--- config.mk ---
export PLATFORM = sky130hd
export DESIGN_NAME = alu_sequencer
export DESIGN_NICKNAME = d
export VERILOG_FILES = /design/src/rtl/alu_sequencer_pkg.sv /design/src/rtl/alu_sequencer_btn.sv /design/src/rtl/alu_sequencer.sv
export SDC_FILE = /design/constraint.sdc
export NUM_CORES = 1
export LEC_CHECK = 0
export CORE_AREA = 3 3 54 56
export CTS_CLUSTER_DIAMETER = 150
export DETAILED_ROUTE_END_ITERATION = 7
export DIE_AREA = 0 0 57 59
export PLACE_DENSITY = 0.8
export SLEW_MARGIN = 20
export SYNTH_ARGS = -nofsm -noshare
export SYNTH_HDL_FRONTEND = slang
export SYNTH_SLANG_ARGS = --single-unit
--- constraint.sdc ---
create_clock -name clk -period 3.15 [get_ports clk]
set_clock_uncertainty 0.2 [all_clocks]
set_input_delay 0.945 -clock clk [delete_from_list [all_inputs] [get_ports clk]]
set_output_delay 0.945 -clock clk [all_outputs]
set_load 0.02 [all_outputs]
--- src/rtl/alu_sequencer_pkg.sv ---
// rtl/alu_sequencer_pkg.sv - OpCodeEnum package: ALU opcodes, sequencer states, opcode helper
package OpCodeEnum;

    // Opcode encodings 10..15 are deliberately left undefined and flagged as errors
    typedef enum logic [3:0] {
        Add = 4'd0,
        Sub = 4'd1,
        And = 4'd2,
        Or  = 4'd3,
        Xor = 4'd4,
        Mul = 4'd5,
        Div = 4'd6,
        Mod = 4'd7,
        Shl = 4'd8,
        Shr = 4'd9
    } OpCode;

    typedef enum logic [2:0] {
        LOAD_A  = 3'd0,
        LOAD_B  = 3'd1,
        LOAD_OP = 3'd2,
        EXEC    = 3'd3,
        SHOW    = 3'd4
    } state_t;

    localparam logic [3:0] OP_LAST = 4'd9;

    function automatic logic op_defined(input logic [3:0] code);
        return code <= OP_LAST;
    endfunction

endpackage

--- src/rtl/alu_sequencer_btn.sv ---
// rtl/alu_sequencer_btn.sv - btn_conditioner: sync, optional debounce (BTN_DEBOUNCE_EN), rising-edge pulse
module btn_conditioner #(
    parameter int DEB_CYCLES = 16
) (
    input  logic clk,
    input  logic rst_n,
    input  logic raw,
    output logic press
);

    // All conditioning flops reset to 1 so that a button held across reset
    // release is seen as "already pressed" and never produces a pulse.
    logic sync1_q;
    logic sync2_q;
    logic level;
    logic level_prev_q;

    // Two-flop synchronizer for the asynchronous button input
    always_ff @(posedge clk or negedge rst_n) begin
        if (!rst_n) begin
            sync1_q <= 1'b1;
            sync2_q <= 1'b1;
        end else begin
            sync1_q <= raw;
            sync2_q <= sync1_q;
        end
    end

`ifdef BTN_DEBOUNCE_EN
    localparam int CW = (DEB_CYCLES < 2) ? 1 : $clog2(DEB_CYCLES + 1);

    logic [CW-1:0] cnt_q;
    logic          stable_q;

    // Accept a new level only after it differs from the stable one for DEB_CYCLES cycles
    always_ff @(posedge clk or negedge rst_n) begin
        if (!rst_n) begin
            cnt_q    <= '0;
            stable_q <= 1'b1;
        end else if (sync2_q == stable_q) begin
            cnt_q <= '0;
        end else if (cnt_q == CW'(DEB_CYCLES - 1)) begin
            stable_q <= sync2_q;
            cnt_q    <= '0;
        end else begin
            cnt_q <= cnt_q + 1'b1;
        end
    end

    assign level = stable_q;
`else
    logic unused_deb;
    assign unused_deb = (DEB_CYCLES != 0);
    assign level      = sync2_q;
`endif

    // Previous conditioned level for rising-edge detection
    always_ff @(posedge clk or negedge rst_n) begin
        if (!rst_n) begin
            level_prev_q <= 1'b1;
        end else begin
            level_prev_q <= level;
        end
    end

    assign press = level & ~level_prev_q;

endmodule

--- src/rtl/alu_sequencer.sv ---
// rtl/alu_sequencer.sv - button-stepped operand/op loader and result latch for an external ALU (BTN_DEBOUNCE_EN)
module alu_sequencer
    import OpCodeEnum::*;
#(
    parameter int N          = 4,
    parameter int DEB_CYCLES = 16
) (
    input  logic         clk,
    input  logic         rst_n,
    input  logic         btn_next,
    input  logic [N-1:0] sw_data,
    input  OpCode        sw_op,
    input  logic [N-1:0] alu_out,
    input  logic         alu_z,
    input  logic         alu_n,
    input  logic         alu_v,
    input  logic         alu_c,
    output logic [N-1:0] A,
    output logic [N-1:0] B,
    output OpCode        op,
    output logic [N-1:0] result,
    output logic [3:0]   flags,
    output logic         result_valid,
    output logic         err,
    output logic [2:0]   state
);

    logic         press;
    state_t       state_q, state_d;
    logic [N-1:0] a_q, b_q, result_q;
    OpCode        op_q;
    logic [3:0]   flags_q;
    logic         valid_q, err_q;

    logic         load_a_en, load_b_en, load_op_en, exec_en, clear_en;
    logic [N-1:0] result_d;
    logic [3:0]   flags_d;
    logic         err_d;

    btn_conditioner #(
        .DEB_CYCLES(DEB_CYCLES)
    ) u_btn (
        .clk   (clk),
        .rst_n (rst_n),
        .raw   (btn_next),
        .press (press)
    );

    // FSM state register
    always_ff @(posedge clk or negedge rst_n) begin
        if (!rst_n) begin
            state_q <= LOAD_A;
        end else begin
            state_q <= state_d;
        end
    end

    // Next state: every step waits for a press except EXEC, which always lasts one cycle
    always_comb begin
        state_d = state_q;
        case (state_q)
            LOAD_A:  if (press) state_d = LOAD_B;
            LOAD_B:  if (press) state_d = LOAD_OP;
            LOAD_OP: if (press) state_d = EXEC;
            EXEC:    state_d = SHOW;
            SHOW:    if (press) state_d = LOAD_A;
            default: state_d = LOAD_A;
        endcase
    end

    // Output decode: register enables and the value to latch at the end of EXEC
    always_comb begin
        load_a_en  = (state_q == LOAD_A)  && press;
        load_b_en  = (state_q == LOAD_B)  && press;
        load_op_en = (state_q == LOAD_OP) && press;
        exec_en    = (state_q == EXEC);
        clear_en   = (state_q == SHOW)    && press;
        result_d   = alu_out;
        flags_d    = {alu_z, alu_n, alu_v, alu_c};
        err_d      = 1'b0;
        if (!op_defined(op_q)) begin
            result_d = '0;
            flags_d  = 4'b0000;
            err_d    = 1'b1;
        end else if ((op_q == Div || op_q == Mod) && b_q == '0) begin
            result_d = '1;
            flags_d  = 4'b0000;
            err_d    = 1'b1;
        end
    end

    // Operand and opcode capture registers
    always_ff @(posedge clk or negedge rst_n) begin
        if (!rst_n) begin
            a_q  <= '0;
            b_q  <= '0;
            op_q <= Add;
        end else begin
            if (load_a_en)  a_q  <= sw_data;
            if (load_b_en)  b_q  <= sw_data;
            if (load_op_en) op_q <= sw_op;
        end
    end

    // Result latch: filled leaving EXEC, valid/err dropped by the press that leaves SHOW
    always_ff @(posedge clk or negedge rst_n) begin
        if (!rst_n) begin
            result_q <= '0;
            flags_q  <= 4'b0000;
            err_q    <= 1'b0;
            valid_q  <= 1'b0;
        end else if (exec_en) begin
            result_q <= result_d;
            flags_q  <= flags_d;
            err_q    <= err_d;
            valid_q  <= 1'b1;
        end else if (clear_en) begin
            err_q    <= 1'b0;
            valid_q  <= 1'b0;
        end
    end

    assign A            = a_q;
    assign B            = b_q;
    assign op           = op_q;
    assign result       = result_q;
    assign flags        = flags_q;
    assign result_valid = valid_q;
    assign err          = err_q;
    assign state        = state_q;

endmodule
==> results.md, run 1 <==
* Ratio of cells with drive above 1 in the final layout at 0.185
* Synth Register Bits at 28
* Post-Syn Nets at 104
* Longest Clk Path Bufs at 2
* Mapped Area at 1150 um^2
* Crit path kind: flip-flop to output pin
* Clock Tree Root: clkbuf_4
* Die Ht at 59 um
* Slowest stage cell, crit path: clkdlybuf4s50_1
* Worst-path maximum fanout at 9
* CP Data Arrival Time at 1.46 ns
* Gr usage total at 0.164
* Starting Density at 0.463
* RSZ-0062 raised after global routing: no
* P&R area growth vs syn at 42.9%
* # diodes at 0
* CP Buf/Inv Count at 1
* Placer congestion estimate at 0.783
* Fin crit share at 0.828
* Vias at 843
* CTS sink cnt at 28
* Antenna violations before repair at 0
* Antenna Nets Post-Route at 0
* Cts bufs inserted at 3
* CTS tree: done
* Max Fclk at 383 MHz
* Total grt overflow at 0
* Largest net degree at the start of global routing at 29
* Leak Pwr at 0.680 nW
* H-Tree Depth at 1
* Max incr delay on CP at 0.65 ns
* Peak supply drop at 627 uV
* Worst Hold Class: flip-flop to flip-flop
* Vias in the first global route at 922
* Syn_area_per_cell at 13.5 um^2
* WL final at 2470 um
* Slew @ Worst Pin at 0.562 ns
* Final HPWL DP at 1950 um
* Synth warn at 0
* Die Area at 3360 um^2
* Pwr dens at 1020 nW/um^2
* Top cell type's share of synthesized area at 0.545
* Row cnt at 18
* Asr flop ratio synth at 1.00
* Synth area leader: dfrtp_1
* Post_cts resized at 0
* Fin Setup TNS at 0 ns
* Drt pass-1 iters at 4
* CTS Hold Bufs at 0
* Most frequent cell after synthesis: dfrtp_1
* Reg clk slew, reported paths at 0.15 ns
* CP Capture Type: output pin
* I/O pin count at 44
* Post-layout util at 0.662
* WL/cell at 15.5 um
* Seq/Total Area, Yosys at 0.614
* # setup viols final at 0
* CP startpoint kind: flip-flop
* Die width at 57 um
* Main area contributors after synthesis: dfrtp_1 55%, mux2_2 7.9%, dfstp_2 6.9%, o2bb2ai_1 6.1%, mux2_4 5.2%
* IO Port Bufs at 43
* Critical Path RT at 2.00 ns
* Synthesized instance count at 85
* Drt via density at 5.27
* Unique masters post-synth at 24
* CP top delay family: buffers and inverters
* Prevailing post-synth register cell: dfrtp_1
* Crit-path cells: clkdlybuf4s50_1
* First-pass GRT wire length at 4270 um
* Status: completed
* NumNets Final at 150
* Final Hold Fails at 0
* Synth cell count leaders: 25 x dfrtp_1, 8 x a21oi_1, 8 x mux2_2, 8 x o2bb2ai_1, 6 x nand2_1
* Residual DRC at 0
* Setup Fix Bufs, Post-CTS at 0
* Rel. slew slack at 0.623
* Final Max Slew Viols at 0
* Worst-skew pair later-pin latency at 0.32 ns
* Number of flops mapped to enable cells by yosys at 0
* DRT iter0 DRCs at 13
* Max_cap viols at 0
* Post-layout minimum cycle time at 2.61 ns
* CORE AREA at 2480 um^2
path summary, 6_finish.rpt:
kind / start / end / slack (ns) / cells past startpoint
setup / recovery: state[0]$_DFFE_PN0P_ / state[0] / 0.54 / 1
hold / removal: u_btn.sync1_q$_DFF_PN1_ / u_btn.level$_DFF_PN1_ / 0.17 / 0
min in group asynchronous: rst_n / state[0]$_DFFE_PN0P_ / 0.77 / 2
max in group asynchronous: rst_n / u_btn.level_prev_q$_DFF_PN1_ / 1.66 / 2
hold reg to reg: u_btn.sync1_q$_DFF_PN1_ / u_btn.level$_DFF_PN1_ / 0.17 / 0
setup reg to reg: u_btn.level$_DFF_PN1_ / A[2]$_DFFE_PN0P_ / 1.18 / 3
metal layers:
| layer | vias up | GRT usage | share of wire |
|---|---|---|---|
| met5 | - | 0 | 0 |
| met4 | 0 | 0.0596 | 0.011 |
| met3 | 2 | 0.0261 | 0.047 |
| met2 | 26 | 0.302 | 0.52 |
| met1 | 415 | 0.193 | 0.42 |
| li1 | 400 | - | - |
cell usage in the layout (no fill, tap or decap):
cell type        count
and4bb_2             1
dfstp_2              3
nand2_1              6
o31ai_1              1
or2_1                1
buf_4                1
nand2b_1             2
nor3_1               1
or3b_4               1
clkbuf_8             1
mux2_2               8
nand4b_1             1
clkbuf_4             3
mux2_4               4
a21bo_2              1
inv_1                2
dfrtp_1             25
clkdlybuf4s50_1     43
a21oi_1              8
and3b_1              1
o21ai_0              4
or3_4                1
nand3_1              2
o2bb2ai_1            8
a2bb2oi_1            1
power breakdown:
group | internal [mW] | switching (mW) | total [mW]
Sequential | 0.519 | 0.125 | 0.645
Combinational | 0.459 | 0.399 | 0.858
Clock | 0.0706 | 0.0995 | 0.170
cells by family after synthesis:
family          after synthesis  share of synthesized area
mux                          12                      0.131
simple gates                 17                     0.0949
flops                        28                      0.614
buf+inv                       5                     0.0240
compound gates               23                      0.136
area by class of cell:
class	instances	area (um^2)
Fill cell	202	838
Multi-Input combinational cell	52	415
Sequential cell	28	704
Timing Repair Buffer	44	438
Inverter	2	7.51
Tap cell	30	37.5
Clock buffer	4	36.3
registers in the layout (all words and copies together), names as in the netlist:
signal,flops
A,4
B,4
err,1
flags,4
op,4
result,4
result_valid,1
state,3
u_btn.level,1
u_btn.level_prev_q,1
u_btn.sync1_q,1
through the flow:
stage               area [um^2]  setup slack (ns)  std cells  hold slack [ns]  total power, mW
floorplan                  1150              1.15         85            0.145             1.11
global placement           1600             0.916        156            0.147             1.49
detailed placement         1600             0.894        156            0.148             1.52
CTS                        1640             0.524        160            0.168             1.69
global route               1640             0.450        160            0.180             1.78
finish                     1640             0.541        160            0.168             1.67
(Power assumes the default switching activity.)
==> run 2: changes to the inputs <==
Settings changed: CORE_AREA 3 3 54 56 to 3 3 57 59, DIE_AREA 0 0 57 59 to 0 0 60 62, PLACE_DENSITY 0.8 to 0.72.
Clock period 3.15 ns to 2.5 ns, I/O delays scaled along.
==> run 2 against run 1 <==
Count of clock-buffer cells in the layout did not move. First-iteration DRC count rose by 69%. Non-clock buffer count did not move. Critical path depth did not move. Via count fell by 0.59%. Sequential cell count did not move. Clock power rose by 13%. Sequential share of layout area rose by 0.32 points. Routed wire length fell by 0.49%. Critical endpoint is now state[2]. Largest power group unchanged. Highest routed layer unchanged.
==> results.md, run 2 (synthesized netlist as in run 1, its figures left out) <==
* Critical Path Start: state[2]$_DFFE_PN0P_
* Most frequent cells in the layout: 43 x clkdlybuf4s50_1, 23 x dfrtp_1, 8 x o2bb2ai_1, 8 x a21oi_1, 8 x mux2_2
* Reg clk slew, reported paths at 0.14 ns (about the same)
* Status: completed
* Max_cap viols at 0 (unchanged)
* WL final at 2460 um (-0.49%)
* Largest net degree at the start of global routing at 29 (unchanged)
* Worst R2R Start: u_btn.level$_DFF_PN1_
* R2R cell count at 3 (unchanged)
* Antenna Nets Post-Route at 0 (unchanged)
* Longest Clk Path Bufs at 2 (unchanged)
* RSZ-0062 raised after global routing: no
* Levels on crit path at 1 (unchanged)
* Pwr dens at 1280 nW/um^2 (+26%)
* Slowest stage cell, crit path: clkdlybuf4s50_1
* CP Capture Type: output pin
* CTS tree: done
* Vias at 838 (-0.59%)
* Flop2flop setup slack at 0.55 ns (-0.63 ns)
* Filler cell count at 240 (+19%)
* Worst Hold Class: flip-flop to flip-flop
* IO Port Bufs at 43 (unchanged)
* I/O pin count at 44 (unchanged)
* CP Data Arrival Time at 1.43 ns (-0.03 ns)
* Drt pass-1 iters at 4 (unchanged)
* Drt via density at 5.20 (-1.2%)
* Power Total at 2.09 mW (+25%)
* Final HPWL DP at 1900 um (-2.5%)
* First-pass GRT wire length at 4060 um (-5.0%)
* Cts bufs inserted at 3 (unchanged)
* Die Ht at 62 um (+5.1%)
* RR Endpoint: A[1]$_DFFE_PN0P_
* Fin Setup TNS at 0 ns (unchanged)
* Worst setup endpoint: state[2]
* Residual DRC at 0 (unchanged)
* Worst-skew pair later-pin latency at 0.33 ns (about the same)
* H-Tree Depth at 1 (unchanged)
* Final worst setup slack at 0.120 ns (-0.421 ns)
* Placer congestion estimate at 0.681 (-13%)
* Peak supply drop at 820 uV (+31%)
* Final non-filler cell total at 161 (+0.63%)
* Final Hold Fails at 0 (unchanged)
* NumNets Final at 150 (unchanged)
* Rel. slew slack at 0.630 (+0.00747)
* Starting Density at 0.416 (-0.0471)
* Max incr delay on CP at 0.64 ns (about the same)
* CORE AREA at 2760 um^2 (+11%)
* Vias in the first global route at 875 (-5.1%)
* Crit path kind: flip-flop to output pin
* # setup viols final at 0 (unchanged)
* Total grt overflow at 0 (unchanged)
* Clock Tree Root: clkbuf_4
* Worst-path maximum fanout at 7 (-2)
* Setup Fix Bufs, Post-CTS at 0 (unchanged)
* Fin crit share at 0.952
* Gr usage total at 0.150 (-0.0137)
* Critical Path RT at 1.55 ns (-0.45 ns)
* CP startpoint kind: flip-flop
* Antenna violations before repair at 0 (unchanged)
* P&R area growth vs syn at 42.3%
* Post-place setup slack at 0.433 ns (-0.460 ns)
* CTS sink cnt at 28 (unchanged)
* Ratio of cells with drive above 1 in the final layout at 0.192 (+0.00769)
* Hold path depth at 0 (unchanged)
* Die Area at 3720 um^2 (+11%)
* Footprint of the multi-input gates at 415 um^2 (unchanged)
* Row cnt at 19 (+1)
* Crit-path cells: clkdlybuf4s50_1
* CP Buf/Inv Count at 1 (unchanged)
* Most common cell after layout, fill and taps aside: clkdlybuf4s50_1
* WL/cell at 15.3 um (-1.1%)
* Min Hold Slack at 0.166 ns (-0.00140 ns)
* Post-layout minimum cycle time at 2.38 ns
* Final Max Slew Viols at 0 (unchanged)
* Leak Pwr at 0.671 nW (-1.3%)
* Placed cells at 157 (+0.64%)
* Die width at 60 um (+5.3%)
* Slew @ Worst Pin at 0.550 ns (-0.0111 ns)
* Storage cell area at 707 um^2 (+0.36%)
* # diodes at 0 (unchanged)
* CP top delay family: buffers and inverters
* DRT iter0 DRCs at 22 (+9)
* Max Fclk at 420 MHz
## run 2: cell counts in the layout (fill, tap and decap cells not counted)
No cell type changed its count.
## run 2: per-layer routing
metal / share of wire / GRT usage / up-vias
met5: 0 / 0 / -
met4: 0.017 / 0.0665 / 0
met3: 0.072 / 0.0372 / 5
met2: 0.47 / 0.218 / 32
met1: 0.45 / 0.213 / 405
li1: - / - / 396
## run 2: how the worst min path moves through the flow
stage / endpoint / startpoint
after global routing: u_btn.level$_DFF_PN1_ / u_btn.sync1_q$_DFF_PN1_
final: u_btn.level$_DFF_PN1_ / u_btn.sync1_q$_DFF_PN1_
after CTS: u_btn.level$_DFF_PN1_ / u_btn.sync1_q$_DFF_PN1_
after detailed placement: u_btn.level$_DFF_PN1_ / u_btn.sync1_q$_DFF_PN1_
after global placement: u_btn.level$_DFF_PN1_ / u_btn.sync1_q$_DFF_PN1_
after floorplan: u_btn.level$_DFF_PN1_ / u_btn.sync1_q$_DFF_PN1_
## run 2: area by class of cell
| cell class | count | share of cell area |
|---|---|---|
| Sequential cell | 28 | 0.433 |
| Timing Repair Buffer | 44 | 0.268 |
| Multi-Input combinational cell | 52 | 0.254 |
| Tap cell | 31 | 0.0238 |
| Clock buffer | 4 | 0.0161 |
| Inverter | 2 | 0.00460 |
## run 2: timing repair
item / in CTS / in global routing
resized for setup: 0 / 2
endpoints found under the setup margin: 0 / 2
hold buffers: 0 / 0
## run 2: power breakdown
group | total, mW | switching (mW) | internal, mW
registers | 0.824 | 0.166 | 0.658
logic | 1.08 | 0.497 | 0.578
clock network | 0.192 | 0.129 | 0.0627
total | 2.09 | 0.792 | 1.30
## run 2: stage by stage
stage	instance area [um^2]	util
final	1630	0.592
after global routing	1630	0.592
after detailed placement	1600	0.582
after global placement	1600	0.582
after floorplan	1150	-
after CTS	1630	0.591
